===== src/rtl/selector_casilla.sv =====
// Cursor/selection front end for the tic-tac-toe board: button conditioning,
// wrap-around (X,Y) cursor and move confirmation against board occupancy.
module selector_casilla #(
  parameter int unsigned DEB_CYCLES = 4,
  parameter int unsigned N_POS      = 3
) (
  input  logic       clk,
  input  logic       reset,
  input  logic       btn_der,
  input  logic       btn_izq,
  input  logic       btn_arr,
  input  logic       btn_aba,
  input  logic       btn_ok,
  input  logic       habilitado,
  input  logic       casilla_ocupada,
  output logic [2:0] valorX,
  output logic [2:0] valorY,
  output logic       jugada_valida,
  output logic       jugada_rechazada,
  output logic       turno
);

  localparam int unsigned NB = 5;
  localparam int unsigned CW = (DEB_CYCLES > 1) ? $clog2(DEB_CYCLES) : 1;
  localparam int unsigned PW = 3;
  localparam logic [PW-1:0] POS_MAX = PW'(N_POS - 1);

  // Button bit positions, also the service priority (lowest index wins)
  localparam int unsigned B_OK  = 0;
  localparam int unsigned B_DER = 1;
  localparam int unsigned B_IZQ = 2;
  localparam int unsigned B_ARR = 3;
  localparam int unsigned B_ABA = 4;

  typedef enum logic [1:0] {
    LIBRE    = 2'd0,
    CONFIRMA = 2'd1,
    BLOQUEO  = 2'd2
  } estado_t;

  logic [NB-1:0]         btn_raw;
  logic [NB-1:0]         sync1_q, sync1_d;
  logic [NB-1:0]         sync2_q, sync2_d;
  logic [NB-1:0]         lvl_q, lvl_d;
  logic [NB-1:0]         lvl_dly_q, lvl_dly_d;
  logic [NB-1:0][CW-1:0] cnt_q, cnt_d;
  logic [NB-1:0]         ev_c;

  estado_t               estado_q, estado_d;
  logic [PW-1:0]         x_q, x_d;
  logic [PW-1:0]         y_q, y_d;
  logic                  turno_q, turno_d;
  logic                  valida_q, valida_d;
  logic                  rechazada_q, rechazada_d;

  assign btn_raw = {btn_aba, btn_arr, btn_izq, btn_der, btn_ok};

  // Synchronise and debounce every button; level flips after DEB_CYCLES differing samples
  always_comb begin
    sync1_d   = btn_raw;
    sync2_d   = sync1_q;
    lvl_d     = lvl_q;
    lvl_dly_d = lvl_q;
    cnt_d     = cnt_q;
    for (int i = 0; i < NB; i++) begin
      if (sync2_q[i] == lvl_q[i]) begin
        cnt_d[i] = '0;
      end else if (cnt_q[i] == CW'(DEB_CYCLES - 1)) begin
        lvl_d[i] = sync2_q[i];
        cnt_d[i] = '0;
      end else begin
        cnt_d[i] = cnt_q[i] + CW'(1);
      end
    end
  end

  // One-cycle event on each debounced rising edge
  assign ev_c = lvl_q & ~lvl_dly_q;

  // Cursor movement, confirm sequencing and turn tracking
  always_comb begin
    estado_d    = estado_q;
    x_d         = x_q;
    y_d         = y_q;
    turno_d     = turno_q;
    valida_d    = 1'b0;
    rechazada_d = 1'b0;
    if (!habilitado) begin
      estado_d = LIBRE;
    end else begin
      case (estado_q)
        LIBRE: begin
          if (ev_c[B_OK]) begin
            estado_d = CONFIRMA;
          end else if (ev_c[B_DER]) begin
            x_d = (x_q == POS_MAX) ? '0 : x_q + PW'(1);
          end else if (ev_c[B_IZQ]) begin
            x_d = (x_q == '0) ? POS_MAX : x_q - PW'(1);
          end else if (ev_c[B_ARR]) begin
            y_d = (y_q == '0) ? POS_MAX : y_q - PW'(1);
          end else if (ev_c[B_ABA]) begin
            y_d = (y_q == POS_MAX) ? '0 : y_q + PW'(1);
          end
        end
        CONFIRMA: begin
          if (casilla_ocupada) begin
            rechazada_d = 1'b1;
          end else begin
            valida_d = 1'b1;
            turno_d  = ~turno_q;
          end
          estado_d = BLOQUEO;
        end
        BLOQUEO: begin
          if (!lvl_q[B_OK]) begin
            estado_d = LIBRE;
          end
        end
        default: estado_d = LIBRE;
      endcase
    end
  end

  // State register for conditioning, FSM and registered outputs
  always_ff @(posedge clk or posedge reset) begin
    if (reset) begin
      sync1_q     <= '0;
      sync2_q     <= '0;
      lvl_q       <= '0;
      lvl_dly_q   <= '0;
      cnt_q       <= '0;
      estado_q    <= LIBRE;
      x_q         <= '0;
      y_q         <= '0;
      turno_q     <= 1'b0;
      valida_q    <= 1'b0;
      rechazada_q <= 1'b0;
    end else begin
      sync1_q     <= sync1_d;
      sync2_q     <= sync2_d;
      lvl_q       <= lvl_d;
      lvl_dly_q   <= lvl_dly_d;
      cnt_q       <= cnt_d;
      estado_q    <= estado_d;
      x_q         <= x_d;
      y_q         <= y_d;
      turno_q     <= turno_d;
      valida_q    <= valida_d;
      rechazada_q <= rechazada_d;
    end
  end

  assign valorX           = x_q;
  assign valorY           = y_q;
  assign jugada_valida    = valida_q;
  assign jugada_rechazada = rechazada_q;
  assign turno            = turno_q;

endmodule

===== config.mk =====
export PLATFORM = sky130hd
export DESIGN_NAME = selector_casilla
export DESIGN_NICKNAME = d
export VERILOG_FILES = /design/src/rtl/selector_casilla.sv
export SDC_FILE = /design/constraint.sdc
export NUM_CORES = 1
export LEC_CHECK = 0
export CORE_AREA = 10 10 77 59
export DETAILED_ROUTE_END_ITERATION = 10
export DIE_AREA = 0 0 87 69
export HOLD_SLACK_MARGIN = 0.06
export PLACE_DENSITY = 0.81
export SLEW_MARGIN = 25
export SYNTH_ARGS = -nofsm -noshare
export SYNTH_HDL_FRONTEND = slang
export SYNTH_SLANG_ARGS = --single-unit

===== constraint.sdc =====
create_clock -name clk -period 2.2 [get_ports clk]
set_input_delay 0.55 -clock clk [delete_from_list [all_inputs] [get_ports clk]]
set_output_delay 0.55 -clock clk [all_outputs]
set_load 0.01 [all_outputs]

### Word level (Yosys, flattened, before mapping)

Index checks and enable logic that the tools add are counted.

* bits in registers: 41
* latch bits: 0
* RAM bits: 0
* memory bits (read-only): 0
* bits of input ports: 9
* output and inout bits: 9
* memories kept: 0

* add/subtract/negate cells: 9
* $mul: 0
* div/mod/pow operators: 0
* order comparisons: 0
* equal/unequal tests: 16
* shifts and indexed selects: 0
* multiplexer cells: 28
* bitwise gates (word level): 12
* reduce and logical (&&, ||, !) cells: 14

Operator list (count)
* $mux 2: 13
* $mux 3: 8
* $eq 2x2->1 const B: 6
* $reduce_and 2->1: 6
* $add 2x1->2 const B: 5
* $not 1->1: 10
* $add 3x1->3 const B: 2
* $eq 3x2->1 const B: 2
* $logic_not 3->1: 2
* $mux 1: 6
* $ne 3x3->1 const B: 2
* $pmux 2 s3: 1
* $reduce_and 6->1: 1
* $sub 3x1->3 const B: 2
* $and 5x5->5: 1
* $eq 1x1->1: 5
* $not 5->5: 1
* $reduce_and 4->1: 1
* $reduce_bool 2->1: 2
* $reduce_and 3->1: 1
* $eq 2x1->1 const B: 1
* $logic_not 2->1: 1

### Longest topological paths before layout

Gate-level depths: netlist (run 1).

* depth in word-level cells: 5
* gate-level depth with buffers: 6
* mapped depth without buffers: 6

### Worst setup path after synthesis (run 1)

Ideal clock, no wire load.

* path type: register to register
* start: register y_q[0] (netlist: valorY[0])
* end: register y_q[2] (netlist: valorY[2])
* setup time: 82 ps
* arrival: 1269 ps
* data required time: 2118 ps
* slack: 849 ps
* cell stages (with the launch flop): 7
* buffers on the path: 0
* period minus slack after synthesis: 1351 ps
* path through: dfrtp_1 inv_1 ha_1 nand2b_1 o21ai_0 a41oi_1 a31oi_1

* word-level cells in the longest chain between the ends: 4
* elaborated cells on any way between the ends: 8

RTL lines
* start: declaration: RTL line 51 `logic [PW-1:0] y_q, y_d;`
* start signal: assignment: RTL line 146 `y_q <= y_d;`
* $add 3x1->3 or $eq 3x2->1 (tied branches): RTL line 102 `y_d = (y_q == POS_MAX) ? '0 : y_q + PW'(1);`
* $mux 3: RTL line 102
* $mux 3: RTL line 101 `end else if (ev_c[B_ABA]) begin`
* $mux 3 (*): RTL line 99 `end else if (ev_c[B_ARR]) begin`

Every way passes the cells marked *; elsewhere a longest branch is shown, timed or not. The select of a mux whose other input is x is not followed.
A chain may end at the register's enable or synchronous reset.

### Final worst setup path (run 1)

* start: register y_q[2] (netlist: valorY[2])
* end: output valorY[2]

RTL lines
* end: declaration: RTL line 17 `output logic [2:0] valorY,`

No word-level cell between the ends.

==> results of run 1 <==
-- cell families after synthesis --
group	share of synthesized area
and+or+nand+nor	0.129
DFF	0.576
AOI/OAI and AO/OA	0.0576
xor gates and xnor gates	0.0295
adders and majority gates	0.105
muxes	0.0822
buffers and inverters	0.0211
-- per-stage QoR --
| stage | power, uW | util | setup WS, ns | hold WS (ns) |
|---|---|---|---|---|
| after floorplan | 1960 | - | 0.704 | 0.331 |
| final | 2750 | 0.675 | 0.356 | 0.349 |
| after CTS | 2800 | 0.675 | 0.343 | 0.351 |
| after detailed placement | 2310 | 0.647 | 0.265 | 0.335 |
| after global routing | 2990 | 0.675 | 0.281 | 0.361 |
| after global placement | 2210 | 0.647 | 0.363 | 0.333 |
-- final cells by class --
class,instances,area [sq um],share of cell area
well taps,38,47.5,0.0228
multi-input cells,83,718,0.345
clock buffers,7,86.3,0.0415
repair buffers,18,178,0.0853
flip-flops and latches,41,1030,0.493
inverters,7,26.3,0.0126
-- worst paths after layout --
| kind | start | slack [ns] | end |
|---|---|---|---|
| hold / removal | sync1_q[1] | 0.35 | sync2_q[1] |
| hold reg to reg | sync1_q[1] | 0.35 | sync2_q[1] |
| setup reg to reg | valorY[0] | 0.72 | valorY[2] |
| min in group asynchronous | reset | 0.68 | sync2_q[4] |
| setup / recovery | valorY[2] | 0.36 | valorY[2] |
| max in group asynchronous | reset | 1.18 | cnt_q[6] |
-- metal layers --
metal	wire length (microns)	vias to the layer above	global-route usage
li1	-	489	-
met2	1270	24	0.155
met1	1270	482	0.121
met4	69	0	0.0588
met5	0	-	0
met3	171	7	0.0433
-- sequential cells by signal (all words and copies together), names as in the netlist --
signal / count
sync2_q: 5
jugada_rechazada: 1
valorX: 3
valorY: 3
turno: 1
lvl_dly_d: 5
lvl_dly_q: 5
cnt_q: 10
jugada_valida: 1
estado_q: 2
sync1_q: 5
-- report_power, final --
group | switching [uW] | total, uW | leakage [uW] | internal (uW)
clock | 226 | 475 | 0.0000443 | 248
combinational | 496 | 1060 | 0.000412 | 561
sequential | 216 | 1220 | 0.000504 | 1010
-- placed cells by master, fill, tap and decap left out, drive strengths merged, types with 2 or more instances in the layout --
cell           Yosys  layout
nor3b              2       2
o21ai              7       7
ha                15      15
xnor2              5       5
nand2b             4       4
and3               2       2
nor2b              9       9
mux2i              9       9
clkbuf             0       7
nor2               2       2
inv                7       7
dfrtp             41      41
nor3               5       5
nand2              7       7
mux2               5       5
clkdlybuf4s50      0      17
==> results_dict.tcl, run 1 <==
set metrics [dict create \
    run_status "completed" \
    ys_seq_area_frac 0.576 \
    final_layout_size_suffix_gt1_frac 0.122 \
    dp_hpwl_mm 2.11 \
    yosys_most_used_dff "dfrtp_1" \
    crit_slowest_cell "clkdlybuf4s50_1" \
    grt_pass1_wl_mm 4.97 \
    dp.cells 187 \
    fin_nets 180 \
    cts_resized 0 \
    tightestPinTransition_ns 0.490 \
    relSlewSlack 0.673 \
    fillCellCount 218 \
    end_kind "output pin" \
    antenna_found_initial 0 \
    skew_ns 0.00441 \
    reg2reg_depth 6 \
    cp.arrival_ns 1.29 \
    wl_per_cell_microns 14.3 \
    synthTopCellsByArea "dfrtp_1 58%, ha_1 11%, mux2i_1 5.1%" \
    yosys_warnings 0 \
    synthCells 132 \
    hold_class "reg2reg" \
    cts.clk_slew.worst_paths_ns 0.07 \
    wirelength_mm 2.78 \
    ioPinCount 18 \
    p_leak_uw 0.000960 \
    vias 1002 \
    path_cells "clkdlybuf4s50_1" \
    synth_top_area_cell "dfrtp_1" \
    grtUsageTotal 0.104 \
    initial_core_util 0.578 \
    cp.required_ns 1.65 \
    synth_edf_count 0 \
    final_area_sq_mm 0.00208 \
    synth.distinct_cells 31 \
    maxSlewViolCount 0 \
    start_kind "register" \
    drt_iter0_markers 24 \
    ir_drop_mv 0.696 \
    cts_tree "done" \
    globalplace.congestion 0.793 \
    finalCritPeriodShare 0.838 \
    cts_setup_buffers 0 \
    synthArstFlopShare 1.00 \
    clock_sinks 41 \
    first_pass_iters 4 \
    yosysMostFrequentCell "dfrtp_1" \
    cts_root_buf "clkbuf_8" \
    min_period_ns 1.84 \
    fin_cells 194 \
    power_density_mw_per_mm2 1320 \
    yosys-top-cells-count "41 x dfrtp_1, 15 x ha_1, 9 x mux2i_1, 8 x nor2b_1" \
    cts_buffers 5 \
    synth_seq_cells 41 \
    fmax_ghz 0.542 \
    postSynthAreaPerCell_sq_um 13.5 \
    viasPerCell 5.16 \
    postCtsHoldBufs 0 \
    slowest_delay_ns 0.57 \
    die_h_microns 69 \
    rsz0062_at_grt "false" \
    clkLatencyLatePin_ns 0.29 \
    diodes 0 \
    hold_viol 0 \
    grt_max_degree 42 \
    drc 0 \
    io_buffers 17 \
    synth_fp_nets 156 \
    coreArea_sq_mm 0.00308 \
    setup_violations 0 \
    placed_cell_area_sq_mm 0.00200 \
    cts_buffer_depth 2 \
    crit_buf_inv 1 \
    area_growth_pct 16.9 \
    critical_path_peak_fanout 6 \
    gr-total-overflow 0 \
    critical-path-top-delay-family "buffers and inverters" \
    tns_ns 0 \
    rows 17 \
    synth_area_sq_mm 0.00178 \
    grt_pass1_vias 1066 \
    synth_top_area_frac 0.576 \
    postRouteAntennaNets 0 \
    die_w_microns 87 \
    die_area_sq_mm 0.00600 \
    holdPathStages 0 \
    htree_levels 2 \
    critical_path_class "reg2out" \
    cp.depth 1 \
    cap_violations 0 \
]
No activity file was read; power rests on OpenSTA's default activity.
==> run 2: changes to the inputs <==
--- a/config.mk
+++ b/config.mk
@@ -5,11 +5,11 @@
 export SDC_FILE = /design/constraint.sdc
 export NUM_CORES = 1
 export LEC_CHECK = 0
-export CORE_AREA = 10 10 77 59
+export CORE_AREA = 10 10 80 61
 export DETAILED_ROUTE_END_ITERATION = 10
-export DIE_AREA = 0 0 87 69
+export DIE_AREA = 0 0 90 71
 export HOLD_SLACK_MARGIN = 0.06
-export PLACE_DENSITY = 0.81
+export PLACE_DENSITY = 0.75
 export SLEW_MARGIN = 25
 export SYNTH_ARGS = -nofsm -noshare
 export SYNTH_HDL_FRONTEND = slang
==> constraint.sdc (replaced) <==
create_clock -name clk -period 1.7 [get_ports clk]
set_input_delay 0.425 -clock clk [delete_from_list [all_inputs] [get_ports clk]]
set_output_delay 0.425 -clock clk [all_outputs]
set_load 0.01 [all_outputs]
==> run 2 against run 1 <==
Net effect:
- clock power up 65%
- register-to-register slack got worse by 0.45 ns
- first-iteration DRC count is 83% higher
- sequential cell count unchanged
- wire length rose by 1.0%
==> results_dict.tcl, run 2 (synthesis results as in run 1) <==
set metrics [dict create \
    start_kind "register" \
    rr_endpoint "valorY[2]" \
    antenna_found_initial 0 \
    maxSlewViolCount 0 \
    vias 1030 \
    postRouteAntennaNets 0 \
    cp.arrival_ns 1.23 \
    ir_drop_mv 0.798 \
    critical_path_class "reg2out" \
    ioPinCount 18 \
    holdWs_ns 0.351 \
    grt_pass1_wl_mm 4.92 \
    hold_viol 0 \
    drt_iter0_markers 44 \
    p_leak_uw 0.00102 \
    crit_slowest_cell "clkdlybuf4s50_1" \
    holdPathStages 0 \
    timing.rr.start "valorY[0]" \
    tns_ns 0 \
    finalCritPeriodShare 0.974 \
    postCtsHoldBufs 0 \
    crit_buf_inv 1 \
    hp-start "sync1_q[3]" \
    cts_tree "done" \
    route.met2.wl_mm 1.33 \
    drc 0 \
    p_sw_frac 0.326 \
    grt_max_degree 42 \
    globalplace.congestion 0.755 \
    cts_buffer_depth 2 \
    clock_sinks 41 \
    diodes 0 \
    highest_layer "met4" \
    layout_common_cells "41 x dfrtp_1, 15 x ha_1, 13 x clkdlybuf4s50_1" \
    htree_levels 2 \
    cell_internal_pwr_uw 2540 \
    rows 18 \
    power_frac_comb 0.378 \
    critical-path-top-delay-family "buffers and inverters" \
    coreArea_sq_mm 0.00340 \
    rsz0062_at_grt "false" \
    hold_class "reg2reg" \
    min_period_ns 1.66 \
    end_kind "output pin" \
    fin_nets 182 \
    p_switching_uw 1230 \
    grt_pass1_vias 1106 \
    tightestPinTransition_ns 0.270 \
    viasPerCell 4.93 \
    cts.clk_slew.worst_paths_ns 0.07 \
    io_buffers 17 \
    grtUsageTotal 0.0935 \
    run_status "completed" \
    dp.cells 200 \
    wl_per_cell_microns 13.4 \
    fin_cells 209 \
    first_pass_iters 4 \
    skew_ns 0.00266 \
    gr-total-overflow 0 \
    largest_register "cnt_q" \
    r2r_slack_ns 0.27 \
    initial_core_util 0.524 \
    min_to "sync2_q[3]" \
    final_layout_size_suffix_gt1_frac 0.138 \
    largest_reg_flops 10 \
    die_area_sq_mm 0.00639 \
    setup_violations 0 \
    cp.required_ns 1.27 \
    fmax_ghz 0.604 \
    wl_met3_microns 128 \
    dp_hpwl_mm 2.14 \
    reg2reg_depth 6 \
    power_density_mw_per_mm2 1730 \
    clkLatencyLatePin_ns 0.28 \
    power_uw 3760 \
    cap_violations 0 \
    path_cells "clkdlybuf4s50_1" \
    die_w_microns 90 \
    cts_buffers 5 \
    wirelength_mm 2.81 \
    area_growth_pct 22.0 \
    utilization 0.639 \
    critical_path_peak_fanout 4 \
    power_frac_seq 0.413 \
    met1_length_mm 1.30 \
    die_h_microns 71 \
    cts_root_buf "clkbuf_8" \
    relSlewSlack 0.820 \
    clkPwrFrac 0.209 \
    final_common_cell "dfrtp_1" \
    slowest_delay_ns 0.56 \
]
## run 2: cell types whose count changed in the layout (fill, tap and decap cells not counted), sizes merged
cell | previous run | this run
clkdlybuf4s50 | 17 | 13
buf | 1 | 3
bufinv | 0 | 1
dlygate4sd2 | 0 | 1
dlymetal6s2s | 0 | 3
## run 2: per-layer routing
metal  up-vias  global-route usage
met4         0              0.0387
met1       510               0.108
met2        17               0.151
met5         -                   0
li1        497                   -
met3         6              0.0390
## run 2: stage by stage
stage	cell area, sq um	setup slack [ns]
final	2170	0.0440
after floorplan	1780	0.329
after CTS	2170	0.00786
after global placement	2040	0.00999
after detailed placement	2040	-0.0435
after global routing	2170	0.00305
## run 2: what timing repair did
item,4_1_cts,5_1_grt
setup buffers,1,0
endpoints found under the hold margin,0,0
pin swaps,0,0
setup endpoints to repair,2,3
resized for setup,1,3
## run 2: worst max-delay path by stage
stage / startpoint / endpoint / cells after the start
2_1_floorplan: reset / cnt_q[0] / 1
3_3_place_gp: habilitado / valorX[2] / 5
3_5_place_dp: habilitado / valorX[2] / 5
4_1_cts: valorY[1] / valorY[1] / 1
5_1_grt: valorX[0] / valorX[0] / 1
6_report: valorX[0] / valorX[0] / 1
## run 2: area by class of cell
cell class	count	area, sq um
tap	50	62.6
inverter	7	26.3
clock inverter	1	30.0
multi-input combinational	83	718
clock buffer	7	86.3
sequential	41	1030
timing repair buffer	20	224
fill	259	1230
## run 2: worst register-to-register path, stage by stage (launching register included)
cell and delay (ns):
dfrtp_1 0.39, inv_1 0.11, ha_1 0.26, nand2b_1 0.16
o21ai_0 0.16, a41oi_1 0.13, a31oi_1 0.15
## run 2: power groups by stage
| stage | Combinational, uW | Sequential [uW] | Clock, uW |
|---|---|---|---|
| after CTS | 1460 | 1560 | 802 |
| after detailed placement | 1430 | 1590 | 0 |
| after global placement | 1360 | 1560 | 0 |
| final | 1420 | 1550 | 785 |
| after floorplan | 968 | 1570 | 0 |
| after global routing | 1610 | 1600 | 854 |
==> run 3: changes to the inputs <==
--- a/config.mk
+++ b/config.mk
@@ -5,11 +5,11 @@
 export SDC_FILE = /design/constraint.sdc
 export NUM_CORES = 1
 export LEC_CHECK = 0
-export CORE_AREA = 10 10 80 61
+export CORE_AREA = 10 10 68 70
 export DETAILED_ROUTE_END_ITERATION = 10
-export DIE_AREA = 0 0 90 71
+export DIE_AREA = 0 0 78 80
 export HOLD_SLACK_MARGIN = 0.06
-export PLACE_DENSITY = 0.75
+export PLACE_DENSITY = 0.76
 export SLEW_MARGIN = 25
 export SYNTH_ARGS = -nofsm -noshare
 export SYNTH_HDL_FRONTEND = slang
==> run 3 against run 2 <==
Net effect:
- worst hold slack improved by 0.015 ns
- sequential power is essentially flat
- largest power group unchanged
- total power shrank 6.4%
- fmax is 7.8% higher
==> results_dict.tcl, run 3 (synthesis results as in run 1) <==
set metrics [dict create \
    dp.cells 196 \
    p_switching_uw 1240 \
    coreArea_sq_mm 0.00328 \
    utilization 0.647 \
    critical-path-top-delay-family "compound AO/OA/AOI/OAI gates" \
    area_growth_pct 19.3 \
    timing.rr.start "valorY[0]" \
    ir_drop_mv 0.901 \
    cell_internal_pwr_uw 2280 \
    first_pass_iters 4 \
    clkPwrFrac 0.159 \
    htree_levels 2 \
    hold_viol 0 \
    cts.clk_slew.worst_paths_ns 0.12 \
    final_layout_size_suffix_gt1_frac 0.160 \
    relSlewSlack 0.824 \
    cap_violations 0 \
    ioPinCount 18 \
    gr-total-overflow 0 \
    wirelength_mm 2.83 \
    clkLatencyLatePin_ns 0.36 \
    critical_path_class "reg2reg" \
    cts_root_buf "clkbuf_4" \
    grt_pass1_vias 1113 \
    cp.arrival_ns 1.83 \
    path_cells "buf_4, inv_1, ha_1, nand2b_1, o21ai_0, a41oi_1, a31oi_1" \
    power_frac_comb 0.406 \
    diodes 0 \
    holdPathStages 0 \
    power_uw 3520 \
    grtUsageTotal 0.102 \
    hold_class "reg2reg" \
    power_density_mw_per_mm2 1660 \
    cp.required_ns 1.99 \
    drc 0 \
    drt_iter0_markers 30 \
    largest_reg_flops 10 \
    power_frac_seq 0.435 \
    rsz0062_at_grt "false" \
    grt_max_degree 42 \
    critPathLaunch "valorY[0]" \
    crit_slowest_cell "dfrtp_1" \
    clock_sinks 41 \
    largest_register "cnt_q" \
    p_sw_frac 0.352 \
    wl_per_cell_microns 13.6 \
    tns_ns 0 \
    die_h_microns 80 \
    tightestPinTransition_ns 0.264 \
    dp_hpwl_mm 2.09 \
    min_period_ns 1.54 \
    die_area_sq_mm 0.00624 \
    min_to "sync2_q[1]" \
    critical_path_peak_fanout 5 \
    layout_common_cells "41 x dfrtp_1, 15 x ha_1, 9 x mux2i_1" \
    cts_buffer_depth 2 \
    setup_violations 0 \
    r2r_slack_ns 0.16 \
    hp-start "sync1_q[1]" \
    rr_endpoint "valorY[2]" \
    fin_nets 185 \
    finalCritPeriodShare 0.903 \
    viasPerCell 4.95 \
    antenna_found_initial 0 \
    slowest_delay_ns 0.38 \
    postCtsHoldBufs 0 \
    io_buffers 17 \
    run_status "completed" \
    grt_pass1_wl_mm 5.00 \
    end_kind "register" \
    vias 1030 \
    p_leak_uw 0.00104 \
    holdWs_ns 0.366 \
    cts_buffers 5 \
    cts_tree "done" \
    rows 21 \
    skew_ns 0.00740 \
    fin_cells 208 \
    crit_buf_inv 2 \
    initial_core_util 0.542 \
    postRouteAntennaNets 0 \
    globalplace.congestion 0.714 \
    fmax_ghz 0.651 \
    start_kind "register" \
    final_common_cell "dfrtp_1" \
    fillCellCount 257 \
    reg2reg_depth 7 \
    die_w_microns 78 \
    maxSlewViolCount 0 \
]
[run 3: changes by cell type in the layout (fill, tap and decap cells not counted), moves of 4 or more]
cell / delta
buf_4: +4
clkdlybuf4s50_1: -5
clkbuf_4: +5
clkbuf_8: -4
dlygate4sd2_1: +6
[run 3: metal layers]
metal  GRT usage  up-vias  part of all wire
li1            -      504                 -
met4      0.0699        0             0.027
met2       0.169       16              0.51
met3      0.0349        7             0.041
met1       0.108      503              0.42
met5           0        -                 0
[run 3: cell type report]
type / instances / area (sq um) / area share
Multi-Input combinational cell: 83 / 718 / 0.338
Clock buffer: 7 / 65.1 / 0.0306
Tap cell: 46 / 57.6 / 0.0271
Sequential cell: 41 / 1030 / 0.483
Timing Repair Buffer: 23 / 224 / 0.105
Clock inverter: 1 / 8.76 / 0.00412
Inverter: 7 / 26.3 / 0.0124
[run 3: power by group through the flow]
stage               sequential, uW  combinational, uW  clock [uW]
floorplan                     1570                968           0
global placement              1560               1330           0
detailed placement            1590               1400           0
CTS                           1540               1450         577
global route                  1580               1610         620
finish                        1530               1430         560
[run 3: how the worst max path moves through the flow]
stage          cells past startpoint       endpoint  slack, ns
6_report                           7      valorY[2]       0.16
5_1_grt                            7      valorY[2]       0.02
4_1_cts                            1  jugada_valida       0.02
3_5_place_dp                       5      valorX[2]      -0.05
3_3_place_gp                       5      valorX[2]       0.02
2_1_floorplan                      1       cnt_q[0]       0.33
[run 3: metrics by stage]
| stage | worst slack (ns) | cell area (sq um) |
|---|---|---|
| after floorplan | 0.329 | 1780 |
| after global placement | 0.0202 | 2030 |
| after detailed placement | -0.0496 | 2030 |
| after CTS | 0.0231 | 2120 |
| after global routing | 0.0180 | 2130 |
| final | 0.164 | 2130 |
[run 3: repair_timing]
item / 4_1_cts / 5_1_grt
gates resized for setup: 7 / 2
buffers inserted: 4 / 0
setup endpoints to repair: 7 / 2
endpoints found under the hold margin: 0 / 0
